**src/rtl/adder_arbiter_if.sv**
```systemverilog
// rtl/adder_arbiter_if.sv - request/response bundle between clients and the shared-adder arbiter
interface adder_arbiter_if #(
  parameter int NREQ = 4,
  parameter int IDW  = 2
);
  logic [NREQ-1:0]    req_valid;
  logic [NREQ-1:0]    req_ready;
  logic [NREQ*16-1:0] req_a;
  logic [NREQ*16-1:0] req_b;
  logic [NREQ-1:0]    req_cin;
  logic               rsp_valid;
  logic               rsp_ready;
  logic [15:0]        rsp_sum;
  logic               rsp_cout;
  logic [IDW-1:0]     rsp_id;

  modport master (
    output req_valid, req_a, req_b, req_cin, rsp_ready,
    input  req_ready, rsp_valid, rsp_sum, rsp_cout, rsp_id
  );

  modport slave (
    input  req_valid, req_a, req_b, req_cin, rsp_ready,
    output req_ready, rsp_valid, rsp_sum, rsp_cout, rsp_id
  );
endinterface

```
**src/rtl/adder_arbiter.sv**
```systemverilog
// rtl/adder_arbiter.sv - two-stage arbiter sharing one 16-bit adder among NREQ requesters
// ADDER_ARB_ROUND_ROBIN_EN selects round-robin arbitration; fixed lowest-index priority otherwise.
module adder_arbiter #(
  parameter int NREQ = 4,
  parameter int IDW  = 2
) (
  input  logic              clk,
  input  logic              rst,
  adder_arbiter_if.slave    bus,
  output logic [15:0]       add_a,
  output logic [15:0]       add_b,
  output logic              add_cin,
  input  logic [15:0]       add_sum,
  input  logic              add_cout,
  output logic              busy
);

  logic           s1_v_q,   s1_v_d;
  logic [15:0]    s1_a_q,   s1_a_d;
  logic [15:0]    s1_b_q,   s1_b_d;
  logic           s1_cin_q, s1_cin_d;
  logic [IDW-1:0] s1_id_q,  s1_id_d;
  logic           s2_v_q,   s2_v_d;
  logic [15:0]    s2_sum_q, s2_sum_d;
  logic           s2_cout_q, s2_cout_d;
  logic [IDW-1:0] s2_id_q,  s2_id_d;

  logic            adv1, adv2, xfer, gnt_any;
  logic [IDW-1:0]  gnt_id;
  logic [NREQ-1:0] ready;
  logic [15:0]     sel_a, sel_b;
  logic            sel_cin;

`ifdef ADDER_ARB_ROUND_ROBIN_EN
  logic [IDW-1:0] ptr_q, ptr_d;
  logic [IDW-1:0] gnt_hi, gnt_lo;
  logic           found_hi;

  // Lowest valid index at or above ptr wins; otherwise wrap to the lowest valid index.
  always_comb begin
    gnt_hi   = '0;
    gnt_lo   = '0;
    found_hi = 1'b0;
    for (int i = NREQ - 1; i >= 0; i--) begin
      if (bus.req_valid[i]) begin
        gnt_lo = IDW'(i);
        if (IDW'(i) >= ptr_q) begin
          gnt_hi   = IDW'(i);
          found_hi = 1'b1;
        end
      end
    end
    gnt_any = |bus.req_valid;
    gnt_id  = found_hi ? gnt_hi : gnt_lo;
  end

  always_comb begin
    ptr_d = ptr_q;
    if (xfer) begin
      ptr_d = (gnt_id == IDW'(NREQ - 1)) ? '0 : gnt_id + 1'b1;
    end
  end
`else
  always_comb begin
    gnt_any = 1'b0;
    gnt_id  = '0;
    for (int i = NREQ - 1; i >= 0; i--) begin
      if (bus.req_valid[i]) begin
        gnt_any = 1'b1;
        gnt_id  = IDW'(i);
      end
    end
  end
`endif

  assign adv2 = !s2_v_q | bus.rsp_ready;
  assign adv1 = !s1_v_q | adv2;
  assign xfer = gnt_any & adv1 & !rst;

  always_comb begin
    ready = '0;
    if (xfer) begin
      ready[gnt_id] = 1'b1;
    end
  end

  always_comb begin
    sel_a   = '0;
    sel_b   = '0;
    sel_cin = 1'b0;
    for (int i = 0; i < NREQ; i++) begin
      if (gnt_id == IDW'(i)) begin
        sel_a   = bus.req_a[16*i +: 16];
        sel_b   = bus.req_b[16*i +: 16];
        sel_cin = bus.req_cin[i];
      end
    end
  end

  always_comb begin
    s1_v_d    = s1_v_q;
    s1_a_d    = s1_a_q;
    s1_b_d    = s1_b_q;
    s1_cin_d  = s1_cin_q;
    s1_id_d   = s1_id_q;
    s2_v_d    = s2_v_q;
    s2_sum_d  = s2_sum_q;
    s2_cout_d = s2_cout_q;
    s2_id_d   = s2_id_q;
    if (adv1) begin
      s1_v_d = xfer;
      if (xfer) begin
        s1_a_d   = sel_a;
        s1_b_d   = sel_b;
        s1_cin_d = sel_cin;
        s1_id_d  = gnt_id;
      end
    end
    // The adder result is captured here; it must settle within one cycle of S1.
    if (adv2) begin
      s2_v_d = s1_v_q;
      if (s1_v_q) begin
        s2_sum_d  = add_sum;
        s2_cout_d = add_cout;
        s2_id_d   = s1_id_q;
      end
    end
  end

  always_ff @(posedge clk or posedge rst) begin
    if (rst) begin
      s1_v_q    <= 1'b0;
      s1_a_q    <= '0;
      s1_b_q    <= '0;
      s1_cin_q  <= 1'b0;
      s1_id_q   <= '0;
      s2_v_q    <= 1'b0;
      s2_sum_q  <= '0;
      s2_cout_q <= 1'b0;
      s2_id_q   <= '0;
`ifdef ADDER_ARB_ROUND_ROBIN_EN
      ptr_q     <= '0;
`endif
    end else begin
      s1_v_q    <= s1_v_d;
      s1_a_q    <= s1_a_d;
      s1_b_q    <= s1_b_d;
      s1_cin_q  <= s1_cin_d;
      s1_id_q   <= s1_id_d;
      s2_v_q    <= s2_v_d;
      s2_sum_q  <= s2_sum_d;
      s2_cout_q <= s2_cout_d;
      s2_id_q   <= s2_id_d;
`ifdef ADDER_ARB_ROUND_ROBIN_EN
      ptr_q     <= ptr_d;
`endif
    end
  end

  assign bus.req_ready = ready;
  assign bus.rsp_valid = s2_v_q;
  assign bus.rsp_sum   = s2_sum_q;
  assign bus.rsp_cout  = s2_cout_q;
  assign bus.rsp_id    = s2_id_q;
  assign add_a         = s1_a_q;
  assign add_b         = s1_b_q;
  assign add_cin       = s1_cin_q;
  assign busy          = s1_v_q | s2_v_q;

endmodule

```
**src/flat_wrapper.sv**
```systemverilog
// flat-port wrapper written by rule: the top's interface ports become plain ports
module adder_arbiter_flat 
#(
  parameter int NREQ = 4,
  parameter int IDW  = 2
)
  (clk, rst, add_a, add_b, add_cin, add_sum, add_cout, busy, bus_req_valid, bus_req_a, bus_req_b, bus_req_cin, bus_rsp_ready, bus_req_ready, bus_rsp_valid, bus_rsp_sum, bus_rsp_cout, bus_rsp_id);
  adder_arbiter_if #(.NREQ(NREQ), .IDW(IDW)) bus_i ();
  input  logic clk;
  input  logic rst;
  output logic [15:0] add_a;
  output logic [15:0] add_b;
  output logic add_cin;
  input  logic [15:0] add_sum;
  input  logic add_cout;
  output logic busy;
  input wire logic [$bits(bus_i.req_valid)-1:0] bus_req_valid;
  input wire logic [$bits(bus_i.req_a)-1:0] bus_req_a;
  input wire logic [$bits(bus_i.req_b)-1:0] bus_req_b;
  input wire logic [$bits(bus_i.req_cin)-1:0] bus_req_cin;
  input wire logic [$bits(bus_i.rsp_ready)-1:0] bus_rsp_ready;
  output wire logic [$bits(bus_i.req_ready)-1:0] bus_req_ready;
  output wire logic [$bits(bus_i.rsp_valid)-1:0] bus_rsp_valid;
  output wire logic [$bits(bus_i.rsp_sum)-1:0] bus_rsp_sum;
  output wire logic [$bits(bus_i.rsp_cout)-1:0] bus_rsp_cout;
  output wire logic [$bits(bus_i.rsp_id)-1:0] bus_rsp_id;
  assign bus_i.req_valid = bus_req_valid;
  assign bus_i.req_a = bus_req_a;
  assign bus_i.req_b = bus_req_b;
  assign bus_i.req_cin = bus_req_cin;
  assign bus_i.rsp_ready = bus_rsp_ready;
  assign bus_req_ready = bus_i.req_ready;
  assign bus_rsp_valid = bus_i.rsp_valid;
  assign bus_rsp_sum = bus_i.rsp_sum;
  assign bus_rsp_cout = bus_i.rsp_cout;
  assign bus_rsp_id = bus_i.rsp_id;
  adder_arbiter #(.NREQ(NREQ), .IDW(IDW)) u_core (.clk(clk), .rst(rst), .bus(bus_i), .add_a(add_a), .add_b(add_b), .add_cin(add_cin), .add_sum(add_sum), .add_cout(add_cout), .busy(busy));
endmodule
```
**config.mk**
```make
export PLATFORM = sky130hd
export DESIGN_NAME = adder_arbiter_flat
export DESIGN_NICKNAME = d
export VERILOG_FILES = /design/src/rtl/adder_arbiter_if.sv /design/src/rtl/adder_arbiter.sv /design/src/flat_wrapper.sv
export SDC_FILE = /design/constraint.sdc
export NUM_CORES = 1
export LEC_CHECK = 0
export CAP_MARGIN = 20
export CORE_MARGIN = 10
export CORE_UTILIZATION = 30
export CTS_CLUSTER_SIZE = 14
export DETAILED_ROUTE_END_ITERATION = 6
export PLACE_DENSITY = 0.67
export SLEW_MARGIN = 20
export SYNTH_ARGS = -nofsm -noshare
export SYNTH_HDL_FRONTEND = slang
export SYNTH_SLANG_ARGS = --single-unit
```
**constraint.sdc**
```tcl
create_clock -name clk -period 2.4 [get_ports clk]
set_clock_uncertainty 0.1 [all_clocks]
set_input_delay 0.24 -clock clk [delete_from_list [all_inputs] [get_ports clk]]
set_output_delay 0.24 -clock clk [all_outputs]
set_load 0.01 [all_outputs]
```
==> results of run 1 <==
[routing by layer]
| layer | GRT usage (%) | share of wire (%) |
|---|---|---|
| met1 | 18.4 | 40 |
| met2 | 29.0 | 49 |
| met3 | 6.32 | 8.7 |
| met4 | 5.04 | 2.3 |
| met5 | 0 | 0.091 |
[cell families (layout without fill, tap and decap cells)]
family,after synthesis,after routing,synth area share [%]
simple gates,150,150,20.7
compound gates,134,134,27.1
flops,56,56,39.6
buf+inv,40,241,5.91
mux,21,21,6.69
[stage by stage]
step | std cells | util, % | worst slack, ps | hold WS (ps) | power, W
3_3_place_gp | 737 | 50.4 | 100 | 374 | 0.00244
3_5_place_dp | 737 | 50.4 | 115 | 379 | 0.00246
4_1_cts | 745 | 51.7 | 118 | 198 | 0.00324
6_report | 745 | 51.7 | 120 | 211 | 0.00318
2_1_floorplan | 401 | - | 137 | 252 | 0.00171
5_1_grt | 745 | 51.7 | 36.9 | 215 | 0.00338
[worst paths after layout]
check                                   from           endpoint  slack (ps)  cells after the start
min in group clk            bus_req_valid[1]      u_core.s1_v_q         270                      3
max                         bus_req_valid[3]   bus_req_ready[3]         120                      5
min reg2reg                u_core.s1_id_q[0]  u_core.s1_id_q[0]         390                      1
min                                      rst   u_core.add_a[15]         210                      2
max in group asynchronous                rst   u_core.add_a[12]        1230                      3
max reg2reg                    u_core.s1_v_q  u_core.s1_id_q[1]         500                      4
[critical path, delay by kind of cell]
family | cells | cell delay [ps]
and+or+nand+nor | 3 | 460
buffers and inverters | 2 | 1230
[final cells by class]
cell class	instances	area share (%)
Timing Repair Buffer	231	38.0
Multi-Input combinational cell	305	32.7
Sequential cell	56	23.6
Tap cell	143	3.02
Clock buffer	5	2.11
Clock inverter	3	0.422
Inverter	2	0.127
[registers in the layout (all words and copies together), names as in the netlist]
| register | count |
|---|---|
| u_core.bus.rsp_cout | 1 |
| u_core.add_cin | 1 |
| u_core.s1_v_q | 1 |
| u_core.bus.rsp_sum | 16 |
| u_core.s1_id_q | 2 |
| u_core.add_b | 16 |
| u_core.bus.rsp_valid | 1 |
| u_core.bus.rsp_id | 2 |
| u_core.add_a | 16 |
[power breakdown]
group | switching, W | internal (W) | total, W
clock network | 0.000360 | 0.000395 | 0.000755
logic | 0.000492 | 0.000723 | 0.00122
registers | 0.0000941 | 0.00112 | 0.00121
[cell usage in the layout, fill, tap and decap left out, types with 2 or more instances in the layout]
cell type,instances
clkdlybuf4s50_1,210
nand2_1,68
dfrtp_1,56
nand2b_1,36
nor2_1,35
a21oi_1,34
a22o_1,33
o2bb2ai_1,33
a31oi_1,33
buf_4,18
mux2_1,11
mux2_2,10
clkbuf_16,5
buf_2,3
and2_1,2
inv_6,2
==> results.ini, run 1 <==
[yosys]
synthTopCellsByArea=dfrtp_1 40%, a22o_1 8.2%, o2bb2ai_1 8.2%
synth_nets=557
yosysMostFrequentCell=nand2_1
yosysWarnings=0
synth_top_cell_by_area=dfrtp_1
synth_seq_area_share_pct=39.6
synthCells=401
syn_avg_cell_area_um2=8.82
ys_ff_latch=56
synth_commonest_cells=68 x nand2_1, 56 x dfrtp_1, 36 x nand2b_1
synth_edf_count=0
synth.top_cell.area_share_pct=39.6
postSynth.asyncResetShare_pct=100
ys.flop_type=dfrtp_1
syn_area_mm2=0.00354
synth.distinct_cells=26

[sta]
hold_violations=0
setup_viol=0
max_freq_mhz=439
slew_viol_final=0
rsz0062_at_grt=no
tightest_slew_ps=519
fin_crit_sh_pct=95.0
tns_ps=0
period_needed_ps=2280
relSlewSlack_pct=65.4

[layout]
n_antenna_cell=0
nets=757
synthToLayoutAreaGrowth_pct=67.5
final_cell_area_mm2=0.00593
drive_gt1_share_pct=7.64
fillers=1088
multiInputGateArea_mm2=0.00194
seq_area_mm2=0.00140

[grt]
antenna_found_initial=1
grt_max_degree=49
grt_overflow=0
grt_pass1_wl_um=22400
grt_pass1_vias=4225
grt_usage_pct=16.6

[clock_tree]
numCtsBuffers=5
cts_hold_buf=0
cts_root_buffer=clkbuf_16
clock_sinks=56
clk_pin_slew_worst_paths_ps=80
h-tree-depth=2
cts_buffer_depth=2
cts_resized=0
postCtsSetupBuffers=0
clk_latency_ps=300
cts_tree=yes

[floorplanning]
ios=214
die_area_mm2=0.0165
die_h_um=129
core_mm2=0.0115
initial_core_util_pct=30.8
placementRows=39
fp.dieW_um=129

[worst_setup_path]
worst-setup-path-type=in -> out
cp_data_arrival_time_ps=1940
crit_slowest_cell=clkdlybuf4s50_1
crit_path_end_kind=primary output
critPathMaxStageDelay_ps=660
worstPathCellList=clkdlybuf4s50_1 > nor4_4 > nor3b_4 > and2_1 > clkdlybuf4s50_1
required_ps=2060
timing.critical_path.mode_cell=clkdlybuf4s50_1
start_kind=input port
crit_fanout=8

[min_path]
hold_class=in -> async

[status]
status=finished, final reports clean

[power_and_ir_drop]
ir_drop_uv=300
p_leak_nw=2.28
p_per_area_mw_per_mm2=537

[detailed_routing]
wl_um=14300
dr.pass1.iters=4
vias=3853
ant_nets=0
vias_per_cell=5.17
wire_per_inst_um=19.2
drc=0
drt_iter0_drc=225

[place]
hpwlAfterDp_um=11200
io_buffers=213
postPlaceCellArea_mm2=0.00578
place_congestion=0.806

[flow_run]
maxCapViolations=0

Note: power is estimated with default switching activity, not from simulation.
==> run 2: changes to the inputs <==
--- a/config.mk
+++ b/config.mk
@@ -5,12 +5,13 @@
 export SDC_FILE = /design/constraint.sdc
 export NUM_CORES = 1
 export LEC_CHECK = 0
-export CAP_MARGIN = 20
+export CAP_MARGIN = 10
 export CORE_MARGIN = 10
 export CORE_UTILIZATION = 30
 export CTS_CLUSTER_SIZE = 14
 export DETAILED_ROUTE_END_ITERATION = 6
 export PLACE_DENSITY = 0.67
+export SKIP_LAST_GASP = 1
 export SLEW_MARGIN = 20
 export SYNTH_ARGS = -nofsm -noshare
 export SYNTH_HDL_FRONTEND = slang
==> results of run 2 <==
No change in the layout: final DEF, timing and power equal those of run 1.
==> run 3: changes to the inputs <==
--- a/config.mk
+++ b/config.mk
@@ -10,6 +10,7 @@
 export CORE_UTILIZATION = 30
 export CTS_CLUSTER_SIZE = 14
 export DETAILED_ROUTE_END_ITERATION = 6
+export MAX_ROUTING_LAYER = met4
 export PLACE_DENSITY = 0.67
 export SKIP_LAST_GASP = 1
 export SLEW_MARGIN = 20
==> run 3 against run 2 <==
Setup slack better by 1.9 ps. Die area unchanged. Clock power decreased by 0.5%. Critical path depth unchanged. Cell count rose by 0.13%. Non-clock buffer count unchanged. Sequential cell count unchanged. Count of clock-buffer cells in the layout unchanged. Critical path type unchanged. Register-to-register slack barely moved. Core utilization is essentially flat.
==> results.ini, run 3 (synthesis gave the netlist of run 1 again) <==
[status]
status=finished, final reports clean  ; unchanged

[grt]
grt_usage_pct=17.2  ; was 16.6%
grt_max_degree=49  ; unchanged
grt_pass1_vias=4231  ; was 4,225
grt_overflow=0  ; unchanged
grt_pass1_wl_um=22400  ; about the same
antenna_found_initial=1  ; unchanged

[worst_setup_path]
crit_path_end_kind=primary output  ; unchanged
critPathMaxStageDelay_ps=670  ; was 660 ps
required_ps=2060  ; about the same
crit_slowest_cell=clkdlybuf4s50_1  ; unchanged
worst-setup-path-type=in -> out  ; unchanged
crit_fanout=8  ; unchanged
cp_data_arrival_time_ps=1940  ; about the same
cpLargestDelayFamily=buffers and inverters  ; unchanged
reg2reg_slack_ps=510  ; was 500 ps
start_kind=input port  ; unchanged
timing.critical_path.mode_cell=clkdlybuf4s50_1  ; unchanged
path_buf_inv=2  ; unchanged
worstPathCellList=clkdlybuf4s50_1 > nor4_4 > nor3b_4 > and2_1 > clkdlybuf4s50_1  ; unchanged

[clock_tree]
cts_tree=yes  ; unchanged
h-tree-depth=2  ; unchanged
postCtsSetupBuffers=0  ; unchanged
clk_latency_ps=300  ; about the same
clk_pin_slew_worst_paths_ps=80  ; about the same
numCtsBuffers=5  ; unchanged
cts_hold_buf=0  ; unchanged
cts_buffer_depth=2  ; unchanged
cts_root_buffer=clkbuf_16  ; unchanged
cts_resized=0  ; unchanged
clock_sinks=56  ; unchanged

[floorplanning]
initial_core_util_pct=30.8  ; unchanged
die_area_mm2=0.0165  ; unchanged
core_mm2=0.0115  ; unchanged
die_h_um=129  ; unchanged
placementRows=39  ; unchanged
fp.dieW_um=129  ; unchanged
ios=214  ; unchanged

[sta]
hold_violations=0  ; unchanged
setup_viol=0  ; unchanged
fin_crit_sh_pct=94.9  ; was 95.0%
slew_viol_final=0  ; unchanged
rsz0062_at_grt=no  ; unchanged
period_needed_ps=2280  ; about the same
hold_ws_ps=210  ; was 211 ps
tns_ps=0  ; unchanged
max_freq_mhz=439  ; about the same
worst_slack_ps=122  ; was 120 ps
tightest_slew_ps=519  ; about the same
relSlewSlack_pct=65.4  ; about the same

[detailed_routing]
dr.pass1.iters=4  ; unchanged
vias_per_cell=5.15  ; was 5.17
drc=0  ; unchanged
wl_um=14400  ; was 14,300 um
wire_per_inst_um=19.2  ; about the same
ant_nets=0  ; unchanged
vias=3840  ; was 3,853
drt_iter0_drc=222  ; was 225

[layout]
multiInputGateArea_mm2=0.00194  ; unchanged
fillers=1088  ; unchanged
nets=757  ; unchanged
synthToLayoutAreaGrowth_pct=67.6  ; was 67.5%
fin_cells=746  ; was 745
drive_gt1_share_pct=7.64  ; unchanged
final_cell_mix=210 x clkdlybuf4s50_1, 68 x nand2_1, 56 x dfrtp_1  ; unchanged
layout_commonest_cell=clkdlybuf4s50_1  ; unchanged
seq_area_mm2=0.00140  ; unchanged

[place]
hpwlAfterDp_um=11200  ; unchanged
dp.cells=737  ; unchanged
io_buffers=213  ; unchanged
place_ws_ps=115  ; unchanged
place_congestion=0.818  ; was 0.806

[power_and_ir_drop]
p_per_area_mw_per_mm2=536  ; was 537 mW/mm2
p_leak_nw=2.28  ; about the same
power.total_w=0.00318  ; about the same
ir_drop_uv=296  ; was 300 uV

[min_path]
hold_class=in -> async  ; unchanged

[flow_run]
maxCapViolations=0  ; unchanged

==> run 3: stage by stage <==
step / utilization (%) / area [um2]
finish: 51.7 / 5930
global route: 51.7 / 5930
CTS: 51.7 / 5930
detailed placement: 50.4 / 5780
global placement: 50.4 / 5780
floorplan: - / 3540
==> run 3: per-layer routing <==
metal | vias to the layer above | global-route usage (%) | routed length, um
met4 | 0 | 5.04 | 298
met5 | - | - | 0
met3 | 22 | 5.13 | 1110
met2 | 170 | 29.0 | 7080
li1 | 1838 | - | -
met1 | 1810 | 19.2 | 5880
==> run 3: layout make-up <==
cell class / instances / area share [%]
Antenna cell: 1 / 0.0422
Multi-Input combinational cell: 305 / 32.7
Clock buffer: 5 / 2.11
Timing Repair Buffer: 231 / 38.0
Clock inverter: 3 / 0.422
Tap cell: 143 / 3.02
Sequential cell: 56 / 23.6
Inverter: 2 / 0.127
==> run 3: final timing paths <==
path / start / end / depth (start not counted)
max reg2reg: u_core.s1_v_q / u_core.s1_id_q[1] / 4
min reg2reg: u_core.s1_id_q[0] / u_core.s1_id_q[0] / 1
max in group asynchronous: rst / u_core.add_a[12] / 3
max: bus_req_valid[3] / bus_req_ready[1] / 5
min in group clk: bus_req_valid[1] / u_core.s1_v_q / 3
min: rst / u_core.add_a[15] / 2
==> run 3: power by group <==
group | leakage (nW) | internal (W) | switching, W
Clock | 0.0708 | 0.000395 | 0.000356
Combinational | 1.57 | 0.000723 | 0.000492
Sequential | 0.642 | 0.00112 | 0.0000942
Total | 2.28 | 0.00223 | 0.000942
